==> src/rtl/alu_pkg.sv <==
// rtl/alu_pkg.sv - shared ALU widths, function groups and arbiter state encoding
package alu_pkg;

    localparam int DATA_W = 32;
    localparam int FUNC_W = 6;

    localparam logic [1:0] ALU_ARITH = 2'b00;
    localparam logic [1:0] ALU_LOGIC = 2'b01;
    localparam logic [1:0] ALU_SHIFT = 2'b10;
    localparam logic [1:0] ALU_CMP   = 2'b11;

    typedef enum logic [1:0] {
        IDLE = 2'b00,
        EXEC = 2'b01,
        RESP = 2'b10
    } arb_state_e;

endpackage

==> src/rtl/alu_share_arb_rr_arb2.sv <==
// rtl/alu_share_arb_rr_arb2.sv - combinational 2-way round-robin one-hot grant
module rr_arb2 (
    input  logic [1:0] valid,
    input  logic       prio,
    output logic [1:0] grant
);

    // A lone requester always wins; on contention the prio side wins.
    always_comb begin
        grant    = 2'b00;
        grant[0] = valid[0] & (~valid[1] | ~prio);
        grant[1] = valid[1] & (~valid[0] |  prio);
    end

endmodule

==> src/rtl/alu_share_arb.sv <==
// rtl/alu_share_arb.sv - time-shares one combinational ALU between two requesters
module alu_share_arb
    import alu_pkg::*;
(
    input  logic                   clk,
    input  logic                   rst_n,
    input  logic [1:0]             req_valid,
    output logic [1:0]             req_ready,
    input  logic [1:0][DATA_W-1:0] req_a,
    input  logic [1:0][DATA_W-1:0] req_b,
    input  logic [1:0]             req_signed,
    input  logic [1:0][FUNC_W-1:0] req_func,
    output logic [1:0]             rsp_valid,
    input  logic [1:0]             rsp_ready,
    output logic [DATA_W-1:0]      rsp_data,
    output logic [DATA_W-1:0]      alu_a,
    output logic [DATA_W-1:0]      alu_b,
    output logic                   alu_signed,
    output logic [FUNC_W-1:0]      alu_func,
    input  logic [DATA_W-1:0]      alu_out
);

    arb_state_e        state_q, state_d;
    logic              prio_q, prio_d;
    logic              owner_q, owner_d;
    logic [DATA_W-1:0] a_q, a_d;
    logic [DATA_W-1:0] b_q, b_d;
    logic              signed_q, signed_d;
    logic [FUNC_W-1:0] func_q, func_d;
    logic [DATA_W-1:0] rsp_data_q, rsp_data_d;
    logic [1:0]        grant;

    rr_arb2 u_rr_arb2 (
        .valid (req_valid),
        .prio  (prio_q),
        .grant (grant)
    );

    assign req_ready  = (state_q == IDLE) ? grant : 2'b00;
    assign rsp_valid  = (state_q == RESP) ? (owner_q ? 2'b10 : 2'b01) : 2'b00;
    assign rsp_data   = rsp_data_q;

    // Operand registers feed the ALU directly so its inputs only move on accept.
    assign alu_a      = a_q;
    assign alu_b      = b_q;
    assign alu_signed = signed_q;
    assign alu_func   = func_q;

    always_comb begin
        state_d    = state_q;
        prio_d     = prio_q;
        owner_d    = owner_q;
        a_d        = a_q;
        b_d        = b_q;
        signed_d   = signed_q;
        func_d     = func_q;
        rsp_data_d = rsp_data_q;
        case (state_q)
            IDLE: begin
                if (|grant) begin
                    owner_d  = grant[1];
                    a_d      = req_a[grant[1]];
                    b_d      = req_b[grant[1]];
                    signed_d = req_signed[grant[1]];
                    func_d   = req_func[grant[1]];
                    state_d  = EXEC;
                end
            end
            EXEC: begin
                rsp_data_d = alu_out;
                state_d    = RESP;
            end
            RESP: begin
                if (rsp_ready[owner_q]) begin
                    prio_d  = ~owner_q;
                    state_d = IDLE;
                end
            end
            default: state_d = IDLE;
        endcase
    end

    always_ff @(posedge clk or negedge rst_n) begin
        if (!rst_n) begin
            state_q    <= IDLE;
            prio_q     <= 1'b0;
            owner_q    <= 1'b0;
            a_q        <= '0;
            b_q        <= '0;
            signed_q   <= 1'b0;
            func_q     <= '0;
            rsp_data_q <= '0;
        end else begin
            state_q    <= state_d;
            prio_q     <= prio_d;
            owner_q    <= owner_d;
            a_q        <= a_d;
            b_q        <= b_d;
            signed_q   <= signed_d;
            func_q     <= func_d;
            rsp_data_q <= rsp_data_d;
        end
    end

endmodule

==> config.mk <==
export PLATFORM = sky130hd
export DESIGN_NAME = alu_share_arb
export DESIGN_NICKNAME = d
export VERILOG_FILES = /design/src/rtl/alu_pkg.sv /design/src/rtl/alu_share_arb_rr_arb2.sv /design/src/rtl/alu_share_arb.sv
export SDC_FILE = /design/constraint.sdc
export NUM_CORES = 1
export LEC_CHECK = 0
export CAP_MARGIN = 15
export CORE_ASPECT_RATIO = 2
export CORE_MARGIN = 2
export CORE_UTILIZATION = 30
export DETAILED_ROUTE_END_ITERATION = 12
export GPL_TIMING_DRIVEN = 0
export SLEW_MARGIN = 20
export SYNTH_ARGS = -nofsm -noshare
export SYNTH_HDL_FRONTEND = slang
export SYNTH_SLANG_ARGS = --single-unit
==> constraint.sdc <==
create_clock -name clk -period 2 [get_ports clk]
set_input_delay 0.6 -clock clk [delete_from_list [all_inputs] [get_ports clk]]
set_output_delay 0.6 -clock clk [all_outputs]
set_load 0.005 [all_outputs]
==> results.json, run 1 <==
{
  "status": "complete, no violations",
  "r2r_start": "prio_q$_DFFE_PN0P_",
  "relSlewSlack_pct": 65.00,
  "power.share.switching_pct": 34.83,
  "antenna_cells": 0,
  "p_int_w": 0.008162,
  "ant_nets": 0,
  "cts_buffer_depth": 2,
  "synth_area_um2": 5518,
  "syn_nets": 686,
  "route.detailed.drc": 0,
  "fin_util_pct": 50.24,
  "comb_power_share_pct": 52.7,
  "hold_violations": 0,
  "max_freq_ghz": 0.5116,
  "vias": 5407,
  "grt_pass1_wl_um": 31420,
  "cts_root_buffer": "clkbuf_16",
  "crit_path_start_kind": "flop",
  "yosysUniqueCellTypes": 26,
  "p_switching_w": 0.004363,
  "max-vdd-ir-drop_uv": 679.3,
  "wl_per_cell_um": 20.01,
  "stdcell_count": 1031,
  "coreArea_um2": 18130,
  "clock-sinks": 107,
  "port_buffers": 286,
  "yosysSeqAreaShare_pct": 48.53,
  "required_ns": 1.40,
  "fillers": 1704,
  "grt_setup_unrepaired": "yes",
  "finalSetupViolations": 0,
  "layout_setup_ws_ns": 0.04521,
  "regToRegEndpoint": "alu_b[20]$_DFFE_PN0P_",
  "syn_to_final_growth_pct": 65.08,
  "path_max_fanout": 5,
  "power.leakage_nw": 3.384,
  "dieArea_um2": 19560,
  "wl_um": 20630,
  "critical-path-max-stage-delay_ns": 0.46,
  "overflow": 0,
  "clock_skew_ns": 0.007385,
  "pwr-share-clk_pct": 15.8,
  "slowest_stage": "dfrtp_2",
  "p_per_area_nw_per_um2": 1375,
  "cts_tree": "yes",
  "num-nets-final": 991,
  "cts_made_buffers": 9,
  "place_ws_ns": -1.428,
  "dpl.hpwl_um": 15990,
  "cts.htree.levels": 3,
  "track_usage_pct": 20.86,
  "dp.cells": 1009,
  "finalCriticalPeriod_ns": 1.955,
  "crit_type": "reg2out",
  "initial_core_util_pct": 30.43,
  "rows": 70,
  "clock_latency_ns": 0.36,
  "gp_congestion": 0.8253,
  "worst_pin_slew_ns": 0.5250,
  "die_h_um": 195.8,
  "via_per_inst": 5.244,
  "yosys_warnings": 0,
  "antenna_found_initial": 2,
  "synth_cells": 506,
  "grt_max_degree": 56,
  "critical_path.top_delay_family": "flip-flops",
  "ys_ff_latch": 107,
  "max_cap_violations": 0,
  "drt_iter0_markers": 180,
  "period_share_pct": 97.74,
  "cp-end-kind": "primary output",
  "rr_worst_depth": 6,
  "hold_path.class": "in2async",
  "firstDrtPassIters": 4,
  "tns_ns": 0,
  "reg2reg_setup_slack_ns": 0.23,
  "ios": 287,
  "sequentialPowerShare_pct": 31.5,
  "cp.arrival_ns": 1.35,
  "drv_slew": 0,
  "path_cells": "or2_2 -> nor2_2 -> buf_2",
  "layout-drive-gt1-share_pct": 15.34,
  "clk_pin_slew_ns": 0.07,
  "syn_area_per_cell_um2": 10.90,
  "die_w_um": 99.90,
  "cp_num_buf_inv": 1,
  "grt_pass1_vias": 5782
}
## worst max-delay path by stage
stage | startpoint | depth (start not counted) | slack, ns | to
finish | state_q[1]$_DFFE_PN0P_ | 3 | 0.05 | req_ready[1]
global route | state_q[1]$_DFFE_PN0P_ | 3 | -0.002 | req_ready[1]
CTS | state_q[0]$_DFFE_PN0P_ | 3 | -0.002 | rsp_valid[0]
detailed placement | req_valid[1] | 6 | -1.43 | req_ready[1]
global placement | rst_n | 1 | -3.89 | alu_b[23]$_DFFE_PN0P_
floorplan | req_valid[1] | 4 | 0.16 | req_ready[1]
## stage by stage
| stage | power [W] | hold WS, ns | cell area, um^2 |
|---|---|---|---|
| after CTS | 0.01265 | 0.2021 | 9062 |
| after global routing | 0.01331 | 0.2219 | 9109 |
| after global placement | 0.01039 | 0.4746 | 8651 |
| final | 0.01252 | 0.1937 | 9109 |
| after detailed placement | 0.01058 | 0.4799 | 8680 |
| after floorplan | 0.007049 | 0.3044 | 5518 |
## what timing repair did
item / 4_1_cts / 5_1_grt
hold buffers: 0 / 0
resized for setup: 23 / 7
endpoints found under the setup margin: 20 / 3
pin swaps: 1 / 1
buffers inserted: 5 / 3
hold endpoints to repair: 0 / 0
## synth_stat cells
library cell | n | share of area [%]
nand2b_1 | 3 | 0.34
mux2_1 | 32 | 6.5
nor2_4 | 1 | 0.20
o22ai_1 | 1 | 0.11
a31oi_2 | 59 | 13
o21ai_0 | 72 | 6.5
o21ai_1 | 2 | 0.18
nand3_1 | 71 | 6.4
and2_4 | 1 | 0.16
buf_2 | 6 | 0.54
buf_6 | 8 | 1.6
buf_4 | 4 | 0.54
nor2b_1 | 1 | 0.11
a31oi_4 | 10 | 3.9
inv_1 | 4 | 0.27
a31oi_1 | 3 | 0.34
nor2_1 | 4 | 0.27
buf_12 | 1 | 0.36
clkbuf_1 | 38 | 2.6
nand2_1 | 2 | 0.14
dfrtp_1 | 107 | 49
and3_1 | 1 | 0.11
or2_1 | 1 | 0.11
buf_1 | 1 | 0.068
or2_2 | 1 | 0.11
a21oi_1 | 72 | 6.5
## state kept, by name, summed over array words and instances, names as in the netlist
register,count
alu_a,32
alu_signed,1
alu_b,32
owner_q,1
state_q,2
prio_q,1
rsp_data,32
alu_func,6
## cell families after synthesis
group,count (synthesis),synth area share [%]
muxes,32,6.531
buffers and inverters,62,6.009
and+or+nand+nor,86,8.005
DFF,107,48.53
AOI/OAI and AO/OA,219,30.93
## power by group through the flow
stage / registers (W) / clock network, W / logic, W
after floorplan: 0.00397 / 0 / 0.00308
after global placement: 0.00393 / 0 / 0.00646
after detailed placement: 0.00397 / 0 / 0.00661
after CTS: 0.00394 / 0.00204 / 0.00666
after global routing: 0.00407 / 0.00212 / 0.00711
final: 0.00395 / 0.00198 / 0.00660
## per-layer routing
layer | wire length (um) | part of all wire [%] | global-route usage, %
met4 | 1062 | 5.1 | 11.42
met5 | 11 | 0.053 | 0
met2 | 11420 | 55 | 39.66
met1 | 6984 | 34 | 20.57
met3 | 1151 | 5.6 | 3.990
## area by class of cell
cell class / count / area [um^2] / area share (%)
flip-flops and latches: 107 / 2680 / 29.42
multi-input cells: 337 / 2529 / 27.76
clock inverters: 4 / 73.82 / 0.8104
well taps: 216 / 270.3 / 2.967
inverters: 4 / 15.01 / 0.1648
plain buffers: 57 / 346.6 / 3.805
repair buffers: 295 / 2942 / 32.29
clock buffers: 11 / 252.7 / 2.775
## worst reg2reg max path, delay by kind of cell, from the launching register on
kind	cells	cell delay [ns]
and+or+nand+nor	2	0.31
DFF	1	0.41
buffers and inverters	3	0.76
AOI/OAI and AO/OA	1	0.22
## cell usage in the layout, fill, tap and decap left out, drive strengths merged
cell and n:
a21oi 72, a31oi 72, and2 1, and3 1
buf 31, bufinv 2, clkbuf 49, clkdlybuf4s15 3
clkdlybuf4s50 279, clkinv 2, dfrtp 107, dlygate4sd2 1
inv 4, mux2 32, nand2 2, nand2b 3
nand3 71, nor2 5, nor2b 1, o21ai 74
o22ai 1, or2 2
No activity file was read; power rests on OpenSTA's default activity.
==> run 2: changes to the inputs <==
Settings changed: REMOVE_ABC_BUFFERS set to 1.
==> results.json, run 2 (synthesis results as in run 1) <==
{
  "max-vdd-ir-drop_uv": 619.6,
  "drv_slew": 0,
  "drt_iter0_markers": 179,
  "wl_per_cell_um": 22.41,
  "grt_max_degree": 72,
  "worst_pin_slew_ns": 0.6854,
  "required_ns": 1.40,
  "dieArea_um2": 19560,
  "dp.cells": 960,
  "clock_latency_ns": 0.35,
  "p_per_area_nw_per_um2": 1397,
  "status": "complete, no violations",
  "track_usage_pct": 23.00,
  "cts.htree.levels": 3,
  "layout_commonest_cell": "clkdlybuf4s50_1",
  "ios": 287,
  "port_buffers": 286,
  "layout_common_cells": "clkdlybuf4s50_1 (279), dfrtp_1 (104), o21ai_0 (72), a21oi_1 (72), nand3_1 (71)",
  "route.detailed.drc": 0,
  "num-nets-final": 955,
  "grt_pass1_wl_um": 33800,
  "layout-drive-gt1-share_pct": 17.46,
  "stdcell_count": 999,
  "antenna_found_initial": 4,
  "max_cap_violations": 0,
  "coreArea_um2": 18130,
  "max_freq_ghz": 0.5123,
  "crit_path_start_kind": "flop",
  "die_h_um": 195.8,
  "cp-end-kind": "primary output",
  "gp_congestion": 0.8289,
  "cts_tree": "yes",
  "cts_buffer_depth": 2,
  "period_share_pct": 97.61,
  "via_per_inst": 5.396,
  "total_power_w": 0.01282,
  "crit_type": "reg2out",
  "finalCriticalPeriod_ns": 1.952,
  "rows": 70,
  "initial_core_util_pct": 30.43,
  "relSlewSlack_pct": 54.31,
  "finalSetupViolations": 0,
  "cts_made_buffers": 9,
  "vias": 5391,
  "grt_pass1_vias": 5720,
  "hold_violations": 0,
  "clock_skew_ns": 0.006517,
  "wl_um": 22380,
  "power.leakage_nw": 3.440,
  "hold_path.class": "in2async",
  "dpl.hpwl_um": 14880,
  "firstDrtPassIters": 4,
  "cp.arrival_ns": 1.35,
  "clock-sinks": 107,
  "overflow": 0,
  "die_w_um": 99.90,
  "ant_nets": 0,
  "clk_pin_slew_ns": 0.07,
  "rr_worst_depth": 7,
  "syn_to_final_growth_pct": 66.39,
  "path_max_fanout": 3,
  "cts_root_buffer": "clkbuf_16"
}
==> run 2: cell count changes in the layout (fill, tap and decap cells not counted), sizes merged <==
cell	previous run	this run
and2	1	2
buf	31	29
bufbuf	0	4
bufinv	2	0
clkbuf	49	13
clkdlybuf4s15	3	0
diode	0	4
dlygate4sd2	1	0
nand2b	3	4
nor2	5	6
or2	2	3
==> run 2: cell type report <==
cell class | count | area [um^2]
repair buffers | 312 | 3343
clock inverters | 2 | 10.01
flip-flops and latches | 107 | 2681
clock buffers | 13 | 270.3
inverters | 4 | 17.52
multi-input cells | 341 | 2579
fillers | 1678 | 8949
diodes | 4 | 10.01
well taps | 216 | 270.3
==> run 2: worst paths after layout <==
path	startpoint	end	slack, ns
min reg2reg	rsp_data[13]$_DFFE_PN0N_	rsp_data[13]$_DFFE_PN0N_	0.49
max reg2reg	state_q[0]$_DFFE_PN0P_	alu_a[5]$_DFFE_PN0P_	0.15
min	rst_n	rsp_data[16]$_DFFE_PN0N_	0.19
max in group asynchronous	rst_n	alu_a[19]$_DFFE_PN0P_	1.14
max	state_q[0]$_DFFE_PN0P_	req_ready[0]	0.05
min in group clk	rsp_data[13]$_DFFE_PN0N_	rsp_data[13]$_DFFE_PN0N_	0.49
==> run 2: what timing repair did <==
action / CTS / global route
endpoints found under the setup margin: 76 / 3
gates resized for setup: 30 / 6
buffers inserted: 10 / 2
pin swaps: 3 / 1
cloned: 8 / 0
hold buffers: 0 / 0
==> run 2: worst max-delay path, cell delays in order, from the launching register on <==
cell     delay [ns]
dfrtp_2        0.43
nor2_4         0.17
buf_16         0.12
and3_4         0.19
buf_6          0.10
==> run 2: power breakdown <==
group | leakage (nW) | internal, W | switching [W]
sequential | 1.21 | 0.00329 | 0.000623
combinational | 2.09 | 0.00405 | 0.00312
clock | 0.142 | 0.000939 | 0.000808
total | 3.44 | 0.00827 | 0.00455
==> run 2: layer usage <==
layer / wire length, um / track usage [%]
met1: 7644 / 24.17
met2: 12700 / 42.44
met3: 1117 / 3.598
met4: 922 / 12.99
met5: 0 / 0
==> run 2: stage by stage <==
stage / util [%] / TNS [ns] / cell area [um^2] / setup WS [ns] / hold slack [ns]
6_report: 50.64 / 0 / 9181 / 0.04784 / 0.1859
5_1_grt: 50.64 / -0.009876 / 9181 / -0.009876 / 0.2277
4_1_cts: 50.36 / 0 / 9130 / 0.006305 / 0.1986
3_5_place_dp: 47.48 / -87.84 / 8608 / -1.370 / 0.4799
3_3_place_gp: 45.97 / -798.27 / 8334 / -5.096 / 0.4741
2_1_floorplan: - / -80.48 / 5201 / -1.111 / 0.3044
